`src/rtl/servant_clock_gate_ctrl.sv`:
```
// Clock-gate sequencer for the two board clock enables: drains clk1 activity,
// gates clk1 then clk0, and ungates in reverse order on wake.
module servant_clock_gate_ctrl #(
   parameter int unsigned DRAIN = 8,
   parameter int unsigned GAP   = 4
) (
   input  logic        i_clk,
   input  logic        i_rst,
   input  logic        i_sleep_req,
   input  logic        i_busy,
   input  logic        i_wake,
   output logic        o_clk0_en,
   output logic        o_clk1_en,
   output logic        o_asleep,
   output logic [15:0] o_sleep_cycles
);

   localparam int unsigned MAXC = (DRAIN > GAP) ? DRAIN : GAP;
   localparam int unsigned CW   = (MAXC < 2) ? 1 : $clog2(MAXC);

   localparam logic [CW-1:0] DRAIN_LAST = CW'(DRAIN - 1);
   localparam logic [CW-1:0] GAP_LAST   = CW'(GAP - 1);

   typedef enum logic [2:0] {
      ST_RUN,
      ST_DRAIN,
      ST_GATE1,
      ST_SLEEP,
      ST_WAKE0
   } state_t;

   state_t        state, state_next;
   logic [CW-1:0] cnt, cnt_next;
   logic          en0_next, en1_next, asleep_next;

   // NOTE: every always_comb output gets a default first so no path can infer a latch.
   always_comb begin
      state_next = state;
      cnt_next   = '0;
      unique case (state)
         ST_RUN: begin
            if (i_sleep_req && !i_wake) state_next = ST_DRAIN;
         end
         ST_DRAIN: begin
            if (i_wake)                               state_next = ST_RUN;
            else if (!i_busy && cnt == DRAIN_LAST)    state_next = ST_GATE1;
            else if (!i_busy)                         cnt_next   = cnt + 1'b1;
         end
         ST_GATE1: begin
            if (i_wake)                state_next = ST_WAKE0;
            else if (cnt == GAP_LAST)  state_next = ST_SLEEP;
            else                       cnt_next   = cnt + 1'b1;
         end
         ST_SLEEP: begin
            if (i_wake) state_next = ST_WAKE0;
         end
         ST_WAKE0: begin
            if (cnt == GAP_LAST) state_next = ST_RUN;
            else                 cnt_next   = cnt + 1'b1;
         end
         default: state_next = ST_RUN;
      endcase

      // Enables are decoded from the next state so the flops match the state register.
      en0_next    = (state_next != ST_SLEEP);
      en1_next    = (state_next == ST_RUN) || (state_next == ST_DRAIN);
      asleep_next = (state_next == ST_SLEEP);
   end

   // NOTE: sequential state uses non-blocking assignments only, so every flop samples pre-edge values.
   always_ff @(posedge i_clk) begin
      if (i_rst) begin
         state          <= ST_RUN;
         cnt            <= '0;
         o_clk0_en      <= 1'b1;
         o_clk1_en      <= 1'b1;
         o_asleep       <= 1'b0;
         o_sleep_cycles <= '0;
      end else begin
         state     <= state_next;
         cnt       <= cnt_next;
         o_clk0_en <= en0_next;
         o_clk1_en <= en1_next;
         o_asleep  <= asleep_next;
         if (state != ST_SLEEP && state_next == ST_SLEEP)
            o_sleep_cycles <= '0;
         else if (state == ST_SLEEP && o_sleep_cycles != 16'hFFFF)
            o_sleep_cycles <= o_sleep_cycles + 16'd1;
      end
   end

endmodule
```
`config.mk`:
```
export PLATFORM = sky130hd
export DESIGN_NAME = servant_clock_gate_ctrl
export DESIGN_NICKNAME = d
export VERILOG_FILES = /design/src/rtl/servant_clock_gate_ctrl.sv
export SDC_FILE = /design/constraint.sdc
export NUM_CORES = 1
export LEC_CHECK = 0
export ABC_AREA = 1
export CORE_ASPECT_RATIO = 1.4
export CORE_MARGIN = 5
export CORE_UTILIZATION = 47
export CTS_CLUSTER_SIZE = 40
export DETAILED_ROUTE_END_ITERATION = 6
export MAX_ROUTING_LAYER = met4
export PLACE_DENSITY = 0.75
export SLEW_MARGIN = 20
export SYNTH_ARGS = -nofsm -noshare
export SYNTH_HDL_FRONTEND = slang
export SYNTH_SLANG_ARGS = --single-unit
```
`constraint.sdc`:
```
create_clock -name i_clk -period 1.7 [get_ports i_clk]
set_clock_uncertainty 0.15 [all_clocks]
set_input_delay 0.17 -clock i_clk [delete_from_list [all_inputs] [get_ports i_clk]]
set_output_delay 0.17 -clock i_clk [all_outputs]
set_load 0.02 [all_outputs]
```
Word-level counts from Yosys, hierarchy flattened
Index checks and enable logic that the tools add are counted.
{"block": "totals", "wordCells": 43, "register_bits": 25, "inputBits": 5, "output_inout_bits": 19}
{"block": "op_classes", "reduce_logical": 10, "addsub": 2, "muxes": 14, "n_eq_ne": 11}
{"op": "$mux 3", "n": 12}
{"op": "$add 16x1->16 const B", "n": 1}
{"op": "$ne 16x16->1 const B", "n": 1}
{"op": "$pmux 3 s5", "n": 1}
{"op": "$eq 3x2->1 const B", "n": 4}
{"op": "$pmux 3 s3", "n": 1}
{"op": "$eq 3x1->1 const B", "n": 2}
{"op": "$eq 3x3->1 const B", "n": 2}
{"op": "$logic_not 3->1", "n": 2}
{"op": "$ne 3x2->1 const B", "n": 2}
{"op": "$logic_and 1x1->1", "n": 4}
{"op": "$add 3x1->3 const B", "n": 1}
{"op": "$logic_not 1->1", "n": 2}
{"op": "$reduce_or 2->1", "n": 1}
{"op": "$logic_or 1x1->1", "n": 1}

Depth between registers and ports, before layout
Gate-level depths: netlist (run 1).
{"block": "logic_depth", "word_depth": 8, "depth_mapped": 9, "ltp_nobuf": 9}

Least setup slack after synthesis (run 1)
Ideal clock, no wire load.
{"block": "synth_timing", "path_kind": "register to register", "from": "register o_sleep_cycles[0]", "to": "register o_sleep_cycles[0]", "arrival_time_ps": 1645, "path_stages_with_launch": 10, "n_path_buf": 1, "setup_slack_ps": -215, "cell_sequence": "dfxtp_1 ha_1 nand3_1 inv_2 nand2_4 o21ai_4 inv_2 buf_6 nand2_1 a21oi_2"}
{"block": "synth_between", "elab_chain_len": 2, "word_cells_on_any_way": 3, "cone_classes": "add/sub: 1; eq/ne: 1; reduce/logical: 1"}
{"element": "start, declared", "line": "15", "rtl": "output logic [15:0] o_sleep_cycles"}
{"element": "start signal, assigned", "line": "88", "rtl": "o_sleep_cycles <= o_sleep_cycles + 16'd1;"}
{"element": "parallel branches: the longest is 2 deep, another holds $add 16x1->16"}
Parallel ways; which one is timed is not known.
A chain may end at the register's enable or synchronous reset.

Worst setup path in the final report (run 1)
{"block": "layout_timing", "from": "register o_sleep_cycles[0]", "to": "register o_sleep_cycles[4]"}
Same word-level chain as after synthesis.

==> impl_metrics.tcl, run 1 <==
set metrics [dict create \
    clockRootBuffer "sky130_fd_sc_hd__clkbuf_8" \
    grt_use_total_pct 17.6 \
    power_frac_clock_pct 35.0 \
    die_width_um 56.2 \
    grt_pass1_vias 1430 \
    timing.final.setup_violations 0 \
    worst_path_required_time_ns 1.75 \
    critPathCaptureType "flip-flop" \
    grt_start_max_net_pins 17 \
    power_switching_mw 0.195 \
    timing_max_transition_violations_final 0 \
    drive_above_1_share_pct 17.5 \
    synth_enable_flop_cells 0 \
    timing.final.crit_share_pct 97.0 \
    core_area_um2 2880 \
    detailedRoute.firstIterationViolations 35 \
    clock_tree_from_tritoncts "done" \
    yosys_warnings 0 \
    insertedDiodeCount 0 \
    vias 1437 \
    worst_skew_pair.late_latency_ns 0.26 \
    critical_path.startpoint_type "flip-flop" \
    timing.hold.worst.class "reg2reg" \
    drt_first_pass_iters 4 \
    vias_per_cell 5.08 \
    cts_buffer_depth 2 \
    drcViolationCount 0 \
    gp_congestion 0.838 \
    synth_nets 219 \
    seq_power_share_pct 60.7 \
    ctsHtreeMaxLevel 1 \
    max_slew_margin_pct 79.4 \
    max_cap_violations 0 \
    cts.sink_count 25 \
    postSynthRegisterBits 25 \
    rows 23 \
    place.port_buffers 23 \
    pwr_density_cell_nw_per_um2 511 \
    initial_utilization_pct 48.7 \
    clk_pin_slew_worst_paths_ns 0.08 \
    cts.hold.buffers_added 0 \
    yosysUniqueCellTypes 22 \
    fin_total_pwr_mw 0.961 \
    post_layout_nonfiller_instances 283 \
    worst_hold_slack_ns 0.351 \
    finalNetCount 257 \
    areaGrowthSynthToFinish_pct 34.1 \
    synth_flop_cell "sky130_fd_sc_hd__dfxtp_1" \
    pwr-share-comb_pct 4.3 \
    wire_per_inst_um 12.1 \
    synth.yosys.seq_area_share_pct 35.7 \
    int_power_mw 0.765 \
    synthCells 209 \
    design.die.area_um2 4190 \
    post_synth.cell_area_avg_um2 6.70 \
    postRouteWirelength_mm 3.43 \
    globalRouteOverflowTotal 0 \
    worst_ep_arrival_time_ns 1.69 \
    post-route-util_pct 65.3 \
    placed_insts 277 \
    hpwl_mm 2.53 \
    critical_path.max_fanout 7 \
    number_of_buffers_added_by_the_clock_tree_synthesis_step 3 \
    ys_async_sr_fraction_pct 0 \
    p_leak_nw 0.781 \
    grt_antenna_before_repair 0 \
    io_pins 24 \
    ant_nets 0 \
    fraction_of_power_spent_switching_nets_pct 20.3 \
    min_period_ns 1.65 \
    die_height_um 74.6 \
    worst-slew-pin-transition_ns 0.308 \
    hold_viol 0 \
    grt_first_pass_wirelength_mm 5.77 \
    criticalPathCategory "reg2reg" \
    outcome "complete, no violations" \
    max_clock_freq_mhz 606 \
    synthesis.area_um2 1400 \
    ir_worst_vdd_v 0.000303 \
]
[power groups by stage]
stage / sequential (mW) / clock (mW) / combinational, mW
after floorplan: 0.597 / 0 / 0.0168
after global placement: 0.597 / 0 / 0.0406
after detailed placement: 0.598 / 0 / 0.0408
after CTS: 0.584 / 0.347 / 0.0412
after global routing: 0.584 / 0.373 / 0.0451
final: 0.583 / 0.336 / 0.0411
[repair_timing]
action,in CTS,in global routing
setup buffers,0,1
gates resized for setup,2,21
setup endpoints to repair,2,20
pin swaps,0,1
cloned,0,1
[per-layer routing]
| layer | wire length [µm] | vias up | global-route usage (%) |
|---|---|---|---|
| met2 | 1810 | 41 | 33.6 |
| li1 | - | 741 | - |
| met5 | 0 | - | - |
| met3 | 139 | 8 | 2.95 |
| met4 | 72 | 0 | 7.39 |
| met1 | 1410 | 647 | 17.7 |
[synthesized netlist by cell type, types with 2 or more instances]
| cell type | instances | share of area (%) |
|---|---|---|
| sky130_fd_sc_hd__a21oi_1 | 16 | 5.7 |
| sky130_fd_sc_hd__a21oi_2 | 4 | 2.5 |
| sky130_fd_sc_hd__buf_6 | 2 | 1.6 |
| sky130_fd_sc_hd__dfxtp_1 | 25 | 36 |
| sky130_fd_sc_hd__ha_1 | 5 | 4.5 |
| sky130_fd_sc_hd__inv_1 | 18 | 4.8 |
| sky130_fd_sc_hd__inv_2 | 2 | 0.54 |
| sky130_fd_sc_hd__nand2_1 | 72 | 19 |
| sky130_fd_sc_hd__nand3_1 | 13 | 4.6 |
| sky130_fd_sc_hd__nand4_1 | 6 | 2.7 |
| sky130_fd_sc_hd__nor2_1 | 28 | 7.5 |
| sky130_fd_sc_hd__nor3_1 | 2 | 0.71 |
| sky130_fd_sc_hd__xnor2_1 | 3 | 1.9 |
| sky130_fd_sc_hd__xor2_1 | 5 | 3.1 |
[sequential cells by signal, summed over array words and instances (netlist names)]
name            flops
cnt                 3
o_asleep            1
o_clk0_en           1
o_clk1_en           1
o_sleep_cycles     16
state               3
[stage by stage]
| step | instance area, µm² | setup slack [ns] | setup TNS (ns) |
|---|---|---|---|
| 6_report | 1880 | 0.0504 | 0 |
| 4_1_cts | 1810 | 0.00769 | 0 |
| 5_1_grt | 1880 | -0.0296 | -0.111 |
| 3_5_place_dp | 1760 | 0.0529 | 0 |
| 3_3_place_gp | 1760 | 0.116 | 0 |
| 2_1_floorplan | 1420 | 0.00253 | 0 |
[critical path: stages, from the launching register on]
cell                      delay (ns)
sky130_fd_sc_hd__dfxtp_4        0.40
sky130_fd_sc_hd__ha_4           0.16
sky130_fd_sc_hd__nand3_4        0.11
sky130_fd_sc_hd__inv_4          0.10
sky130_fd_sc_hd__nand2_4        0.06
sky130_fd_sc_hd__o21ai_4        0.21
sky130_fd_sc_hd__buf_2          0.20
sky130_fd_sc_hd__nand2_1        0.07
sky130_fd_sc_hd__a21oi_2        0.12
[path summary, 6_finish.rpt]
kind / from / endpoint / slack [ns] / depth (start not counted)
max: o_sleep_cycles[0] / o_sleep_cycles[4] / 0.05 / 8
min: o_sleep_cycles[7] / o_sleep_cycles[7] / 0.35 / 2
max reg2reg: o_sleep_cycles[0] / o_sleep_cycles[4] / 0.05 / 8
min reg2reg: o_sleep_cycles[7] / o_sleep_cycles[7] / 0.35 / 2
[cell type report]
type                            count  area (µm²)
Clock buffer                        3        41.3
Clock inverter                      1        5.00
Fill cell                         268         998
Inverter                           20        80.1
Multi-Input combinational cell    161         833
Sequential cell                    25         520
Tap cell                           37        46.3
Timing Repair Buffer               36         353
[cell usage in the layout, fill, tap and decap left out]
cell                              instances
sky130_fd_sc_hd__nor3_1                   2
sky130_fd_sc_hd__a21oi_2                  6
sky130_fd_sc_hd__nor2_2                   1
sky130_fd_sc_hd__dlymetal6s2s_1           4
sky130_fd_sc_hd__dfxtp_2                 10
sky130_fd_sc_hd__nor2_4                   1
sky130_fd_sc_hd__nand4_1                  6
sky130_fd_sc_hd__o22ai_1                  1
sky130_fd_sc_hd__nand2_4                  1
sky130_fd_sc_hd__a21oi_1                 14
sky130_fd_sc_hd__nor2_1                  27
sky130_fd_sc_hd__dfxtp_1                 13
sky130_fd_sc_hd__buf_2                    1
sky130_fd_sc_hd__clkinv_2                 1
sky130_fd_sc_hd__clkbuf_8                 3
sky130_fd_sc_hd__nand2_1                 72
sky130_fd_sc_hd__a31oi_1                  1
sky130_fd_sc_hd__buf_4                    9
sky130_fd_sc_hd__ha_1                     4
sky130_fd_sc_hd__buf_6                    2
sky130_fd_sc_hd__ha_4                     1
sky130_fd_sc_hd__dlygate4sd2_1            2
sky130_fd_sc_hd__inv_1                   18
sky130_fd_sc_hd__clkdlybuf4s50_1         17
sky130_fd_sc_hd__dfxtp_4                  2
sky130_fd_sc_hd__buf_12                   1
sky130_fd_sc_hd__inv_4                    2
sky130_fd_sc_hd__nand3_1                 12
sky130_fd_sc_hd__nor4_1                   1
sky130_fd_sc_hd__nand3_4                  1
sky130_fd_sc_hd__o21ai_0                  1
sky130_fd_sc_hd__xor2_1                   5
sky130_fd_sc_hd__o21ai_4                  1
sky130_fd_sc_hd__xnor2_1                  3
[logic make-up after synthesis]
kind of cell / after synthesis / synth area share [%]
AOI/OAI and AO/OA: 24 / 10.6
adders and majority gates: 5 / 4.46
buffers and inverters: 23 / 7.32
DFF: 25 / 35.7
xor gates and xnor gates: 8 / 5.00
and+or+nand+nor: 124 / 36.9
No activity file was read; power rests on OpenSTA's default activity.
==> inputs of run 2 (changes only) <==
--- a/config.mk
+++ b/config.mk
@@ -8,11 +8,11 @@
 export ABC_AREA = 1
 export CORE_ASPECT_RATIO = 1.4
 export CORE_MARGIN = 5
-export CORE_UTILIZATION = 47
+export CORE_UTILIZATION = 54
 export CTS_CLUSTER_SIZE = 40
 export DETAILED_ROUTE_END_ITERATION = 6
 export MAX_ROUTING_LAYER = met4
-export PLACE_DENSITY = 0.75
+export PLACE_DENSITY = 0.81
 export SLEW_MARGIN = 20
 export SYNTH_ARGS = -nofsm -noshare
 export SYNTH_HDL_FRONTEND = slang
==> constraint.sdc (replaced) <==
create_clock -name i_clk -period 1.9 [get_ports i_clk]
set_clock_uncertainty 0.15 [all_clocks]
set_input_delay 0.19 -clock i_clk [delete_from_list [all_inputs] [get_ports i_clk]]
set_output_delay 0.19 -clock i_clk [all_outputs]
set_load 0.02 [all_outputs]
==> run 2 against run 1 <==
First-iteration DRC count up 34%. Global-route usage rose by 4.8 points. Power shrank 18%. Critical endpoint is now o_sleep_cycles[4]. Register-to-register slack gained 0.10 ns. Routed wire length up 5.9%. Count of clock-buffer cells in the layout rose by 1. Non-clock buffer count up 2. Largest power group unchanged. Via count grew 3.6%. Sequential share of layout area grew 0.49 points. Die area is 11% lower. Combinational power is 24% lower.
==> impl_metrics.tcl, run 2 (same netlist as run 1, synthesis figures left out) <==
set metrics [dict create \
    die_height_um 70.3 \
    fraction_of_power_spent_switching_nets_pct 21.3 \
    worst_ep_arrival_time_ns 1.45 \
    place.port_buffers 23 \
    cts.hold.buffers_added 0 \
    final_cell_mix "sky130_fd_sc_hd__nand2_1 (72), sky130_fd_sc_hd__nor2_1 (28), sky130_fd_sc_hd__clkdlybuf4s50_1 (23)" \
    pre_cts_slack_ns 0.108 \
    grt_pass1_vias 1502 \
    clk_pin_slew_worst_paths_ns 0.13 \
    post-route-util_pct 73.2 \
    max_clock_freq_mhz 559 \
    critical_path.startpoint_type "flip-flop" \
    timing.final.crit_share_pct 94.1 \
    grt_first_pass_wirelength_mm 6.27 \
    globalRouteOverflowTotal 0 \
    timing_max_transition_violations_final 0 \
    drcViolationCount 0 \
    power_frac_clock_pct 29.4 \
    vias 1489 \
    cts.sink_count 25 \
    max_cap_violations 0 \
    outcome "complete, no violations" \
    ant_nets 0 \
    reg_top3 "o_sleep_cycles x16, cnt x3, state x3" \
    pwr-share-comb_pct 4.0 \
    hold_viol 0 \
    worst_path_required_time_ns 1.56 \
    seq_power_share_pct 66.7 \
    number_of_buffers_added_by_the_clock_tree_synthesis_step 3 \
    worst_skew_pair.late_latency_ns 0.31 \
    placed_insts 277 \
    detailedRoute.firstIterationViolations 47 \
    ir_worst_vdd_v 0.000412 \
    rsz_0062_raised_after_global_routing "false" \
    die_width_um 53.1 \
    core_area_um2 2440 \
    areaGrowthSynthToFinish_pct 27.7 \
    setup_slack_ns 0.111 \
    drt_first_pass_iters 4 \
    mostFrequentLayoutCell "sky130_fd_sc_hd__nand2_1" \
    insertedDiodeCount 0 \
    timing.hold.worst.class "reg2reg" \
    finalNetCount 259 \
    postRouteWirelength_mm 3.64 \
    vias_per_cell 5.28 \
    grt_use_total_pct 22.4 \
    largest_reg_flops 16 \
    largest-register "o_sleep_cycles" \
    pwr_density_cell_nw_per_um2 441 \
    timing.final.setup_violations 0 \
    design.die.area_um2 3730 \
    worst-slew-pin-transition_ns 0.478 \
    wire_per_inst_um 12.9 \
    initial_utilization_pct 57.3 \
    min_period_ns 1.79 \
    max_slew_margin_pct 67.9 \
    criticalPathCategory "reg2out" \
    power_switching_mw 0.168 \
    tns_ns 0 \
    grt_start_max_net_pins 17 \
    ctsHtreeMaxLevel 1 \
    io_pins 24 \
    int_power_mw 0.621 \
    critPathCaptureType "output port" \
    critical_path.max_fanout 5 \
    worst_hold_slack_ns 0.363 \
    gp_congestion 0.874 \
    rows 21 \
    clock_tree_from_tritoncts "done" \
    clockRootBuffer "sky130_fd_sc_hd__clkbuf_4" \
    grt_antenna_before_repair 0 \
    p_leak_nw 0.688 \
    hpwl_mm 2.84 \
    cts_buffer_depth 2 \
    drive_above_1_share_pct 12.1 \
    post_layout_nonfiller_instances 282 \
]
## run 2: cell count changes in the layout (fill, tap and decap cells not counted), sizes merged
cell	delta
clkdlybuf4s50	+6
dlymetal6s2s	-4
buf	+2
dlygate4sd2	-2
clkbuf	+1
clkinv	-1
## run 2: repair_timing
item	in CTS	in global routing
hold endpoints to repair	0	0
resized for setup	0	2
buffers inserted	0	1
setup endpoints to repair	0	16
## run 2: final cells by class
type | instances | area [µm²]
fill | 217 | 654
tap | 34 | 42.5
multi-input combinational | 161 | 798
timing repair buffer | 38 | 343
inverter | 20 | 75.1
sequential | 25 | 504
clock buffer | 4 | 26.3
## run 2: power groups by stage
stage                     combinational [mW]  sequential [mW]  clock [mW]
after floorplan                       0.0150            0.537           0
after global placement                0.0308            0.537           0
after detailed placement              0.0308            0.537           0
after CTS                             0.0312            0.526       0.238
after global routing                  0.0346            0.526       0.263
final                                 0.0314            0.526       0.231
## run 2: final timing paths
check / slack (ns) / endpoint / cells past startpoint / startpoint
min: 0.36 / o_sleep_cycles[10] / 2 / o_sleep_cycles[10]
max reg2reg: 0.15 / o_sleep_cycles[14] / 9 / o_sleep_cycles[0]
max: 0.11 / o_sleep_cycles[4] / 2 / o_sleep_cycles[4]
min reg2reg: 0.36 / o_sleep_cycles[10] / 2 / o_sleep_cycles[10]
## run 2: metrics by stage
step	cell area (µm²)	power, mW
global route	1790	0.824
CTS	1780	0.795
global placement	1750	0.568
floorplan	1400	0.552
detailed placement	1750	0.568
finish	1790	0.789
## run 2: critical path, stage by stage, from the launching register on
cell and delay [ns]:
sky130_fd_sc_hd__dfxtp_1 0.38, sky130_fd_sc_hd__buf_4 0.15, sky130_fd_sc_hd__clkdlybuf4s50_1 0.61
## run 2: routing by layer
layer / vias to the layer above / global-route usage (%) / share of wire, %
met5: - / - / 0
li1: 746 / - / -
met4: 0 / 13.1 / 4.3
met2: 55 / 38.8 / 54
met3: 16 / 3.83 / 4.5
met1: 672 / 22.7 / 37
==> inputs of run 3 (changes only) <==
==> constraint.sdc (replaced) <==
create_clock -name i_clk -period 1.9 [get_ports i_clk]
set_clock_uncertainty 0.15 [all_clocks]
set_input_delay 0.475 -clock i_clk [delete_from_list [all_inputs] [get_ports i_clk]]
set_output_delay 0.475 -clock i_clk [all_outputs]
set_load 0.02 [all_outputs]
==> run 3 against run 2 <==
Sequential share of layout area up 0.47 points. Register-to-register slack barely moved. Die area unchanged. Power rose by 0.72%. Routed wire length is 2.0% lower. Setup slack got worse by 0.072 ns. Largest cell class unchanged. First-iteration DRC count down 26%. Flip-flop and latch count did not move. Count of clock-buffer cells in the layout stayed put. Maximum frequency is 3.9% lower. Critical endpoint is now o_clk0_en. Clock power about the same. Utilization shrank 1.4 points.
==> impl_metrics.tcl, run 3 (same netlist as run 1, synthesis figures left out) <==
set metrics [dict create \
    cpMaxStageDelayCell "sky130_fd_sc_hd__clkdlybuf4s50_1" \
    clockRootBuffer "sky130_fd_sc_hd__clkbuf_4" \
    timing.final.setup_violations 0 \
    hpwl_mm 2.74 \
    drive_above_1_share_pct 10.2 \
    grt_pass1_vias 1549 \
    place.port_buffers 23 \
    worst-slew-pin-transition_ns 0.498 \
    critPathCaptureType "output port" \
    grt_start_max_net_pins 17 \
    design.die.area_um2 3730 \
    grt_use_total_pct 21.5 \
    reg2reg_depth 7 \
    areaGrowthSynthToFinish_pct 25.3 \
    core_area_um2 2440 \
    outcome "complete, no violations" \
    globalRouteOverflowTotal 0 \
    mostFrequentLayoutCell "sky130_fd_sc_hd__nand2_1" \
    cts_buffer_depth 2 \
    timing.hold.worst.class "reg2reg" \
    worstPathBufferInverterCount 1 \
    initial_utilization_pct 57.3 \
    finalNetCount 255 \
    criticalPathCategory "reg2out" \
    ctsHtreeMaxLevel 1 \
    critical_path.max_fanout 1 \
    p_leak_nw 0.768 \
    worst_ep_arrival_time_ns 1.24 \
    critical_path.cell_chain "clkdlybuf4s50_1" \
    worst_path_required_time_ns 1.27 \
    timing.final.crit_share_pct 97.9 \
    worst_skew_pair.late_latency_ns 0.32 \
    vias 1480 \
    number_of_buffers_added_by_the_clock_tree_synthesis_step 3 \
    critical_path.startpoint_type "flip-flop" \
    max_clock_freq_mhz 537 \
    post-route-cell-area_um2 1760 \
    timing.critical_path.max_delay_family "buffers and inverters" \
    cpPeakStageDelay_ns 0.59 \
    reg_top3 "o_sleep_cycles x16, cnt x3, state x3" \
    ant_nets 0 \
    max_slew_margin_pct 66.6 \
    setup_slack_ns 0.0394 \
    number_of_logic_stages_on_the_critical_path_including_buffering 1 \
    io_pins 24 \
    postRouteWirelength_mm 3.56 \
    vias_per_cell 5.32 \
    insertedDiodeCount 0 \
    ir_worst_vdd_v 0.000310 \
    timing_max_transition_violations_final 0 \
    pre_cts_slack_ns 0.0453 \
    final_cell_mix "sky130_fd_sc_hd__nand2_1 (72), sky130_fd_sc_hd__nor2_1 (28), sky130_fd_sc_hd__dfxtp_1 (23)" \
    clock_tree_from_tritoncts "done" \
    drt_first_pass_iters 5 \
    holdPathStages 2 \
    rsz_0062_raised_after_global_routing "false" \
    fin_total_pwr_mw 0.794 \
    rows 21 \
    max_cap_violations 0 \
    tns_ns 0 \
    clk_pin_slew_worst_paths_ns 0.12 \
    cts.repair_timing.setup_buffer_count 0 \
    pwr_density_cell_nw_per_um2 452 \
    wire_per_inst_um 12.8 \
    largest-register "o_sleep_cycles" \
    min_period_ns 1.86 \
    largest_reg_flops 16 \
    placed_cell_area_um2 1740 \
    die_width_um 53.1 \
    hold_viol 0 \
    grt_first_pass_wirelength_mm 6.09 \
    gp_congestion 0.873 \
    die_height_um 70.3 \
    drcViolationCount 0 \
    grt_antenna_before_repair 0 \
    cts.sink_count 25 \
    detailedRoute.firstIterationViolations 35 \
]
[run 3: path summary, 6_finish.rpt]
kind,end,startpoint,slack (ns)
worst min register to register,o_sleep_cycles[1],o_sleep_cycles[1],0.36
worst min-delay path,o_sleep_cycles[1],o_sleep_cycles[1],0.36
worst max-delay path,o_clk0_en,o_clk0_en,0.04
worst max register to register,o_sleep_cycles[4],o_sleep_cycles[9],0.14
[run 3: area by class of cell]
class / count / area, µm²
sequential: 25 / 503
multi-input combinational: 161 / 798
timing repair buffer: 34 / 310
clock buffer: 4 / 26.3
inverter: 20 / 75.1
tap: 34 / 42.5
fill: 225 / 688
[run 3: where the power goes]
part | total (mW) | switching (mW) | internal, mW
Clock | 0.232 | 0.150 | 0.0822
Combinational | 0.0363 | 0.0199 | 0.0164
Sequential | 0.526 | 0.000787 | 0.525
[run 3: layer usage]
metal	GRT usage [%]	wire [µm]
met1	19.9	1360
met4	8.52	91
met3	2.55	130
met2	41.7	1980
met5	-	0
[run 3: per-stage QoR]
step                util, %  hold slack, ns  std cells
floorplan                 -           0.329        209
global placement       71.3           0.342        274
detailed placement     71.3           0.364        274
CTS                    71.6           0.382        278
global route           71.8           0.393        278
finish                 71.8           0.364        278
[run 3: what timing repair did]
action | 4_1_cts | 5_1_grt
setup endpoints to repair | 16 | 5
hold endpoints to repair | 0 | 0
gates resized for setup | 16 | 3
hold buffers | 0 | 0
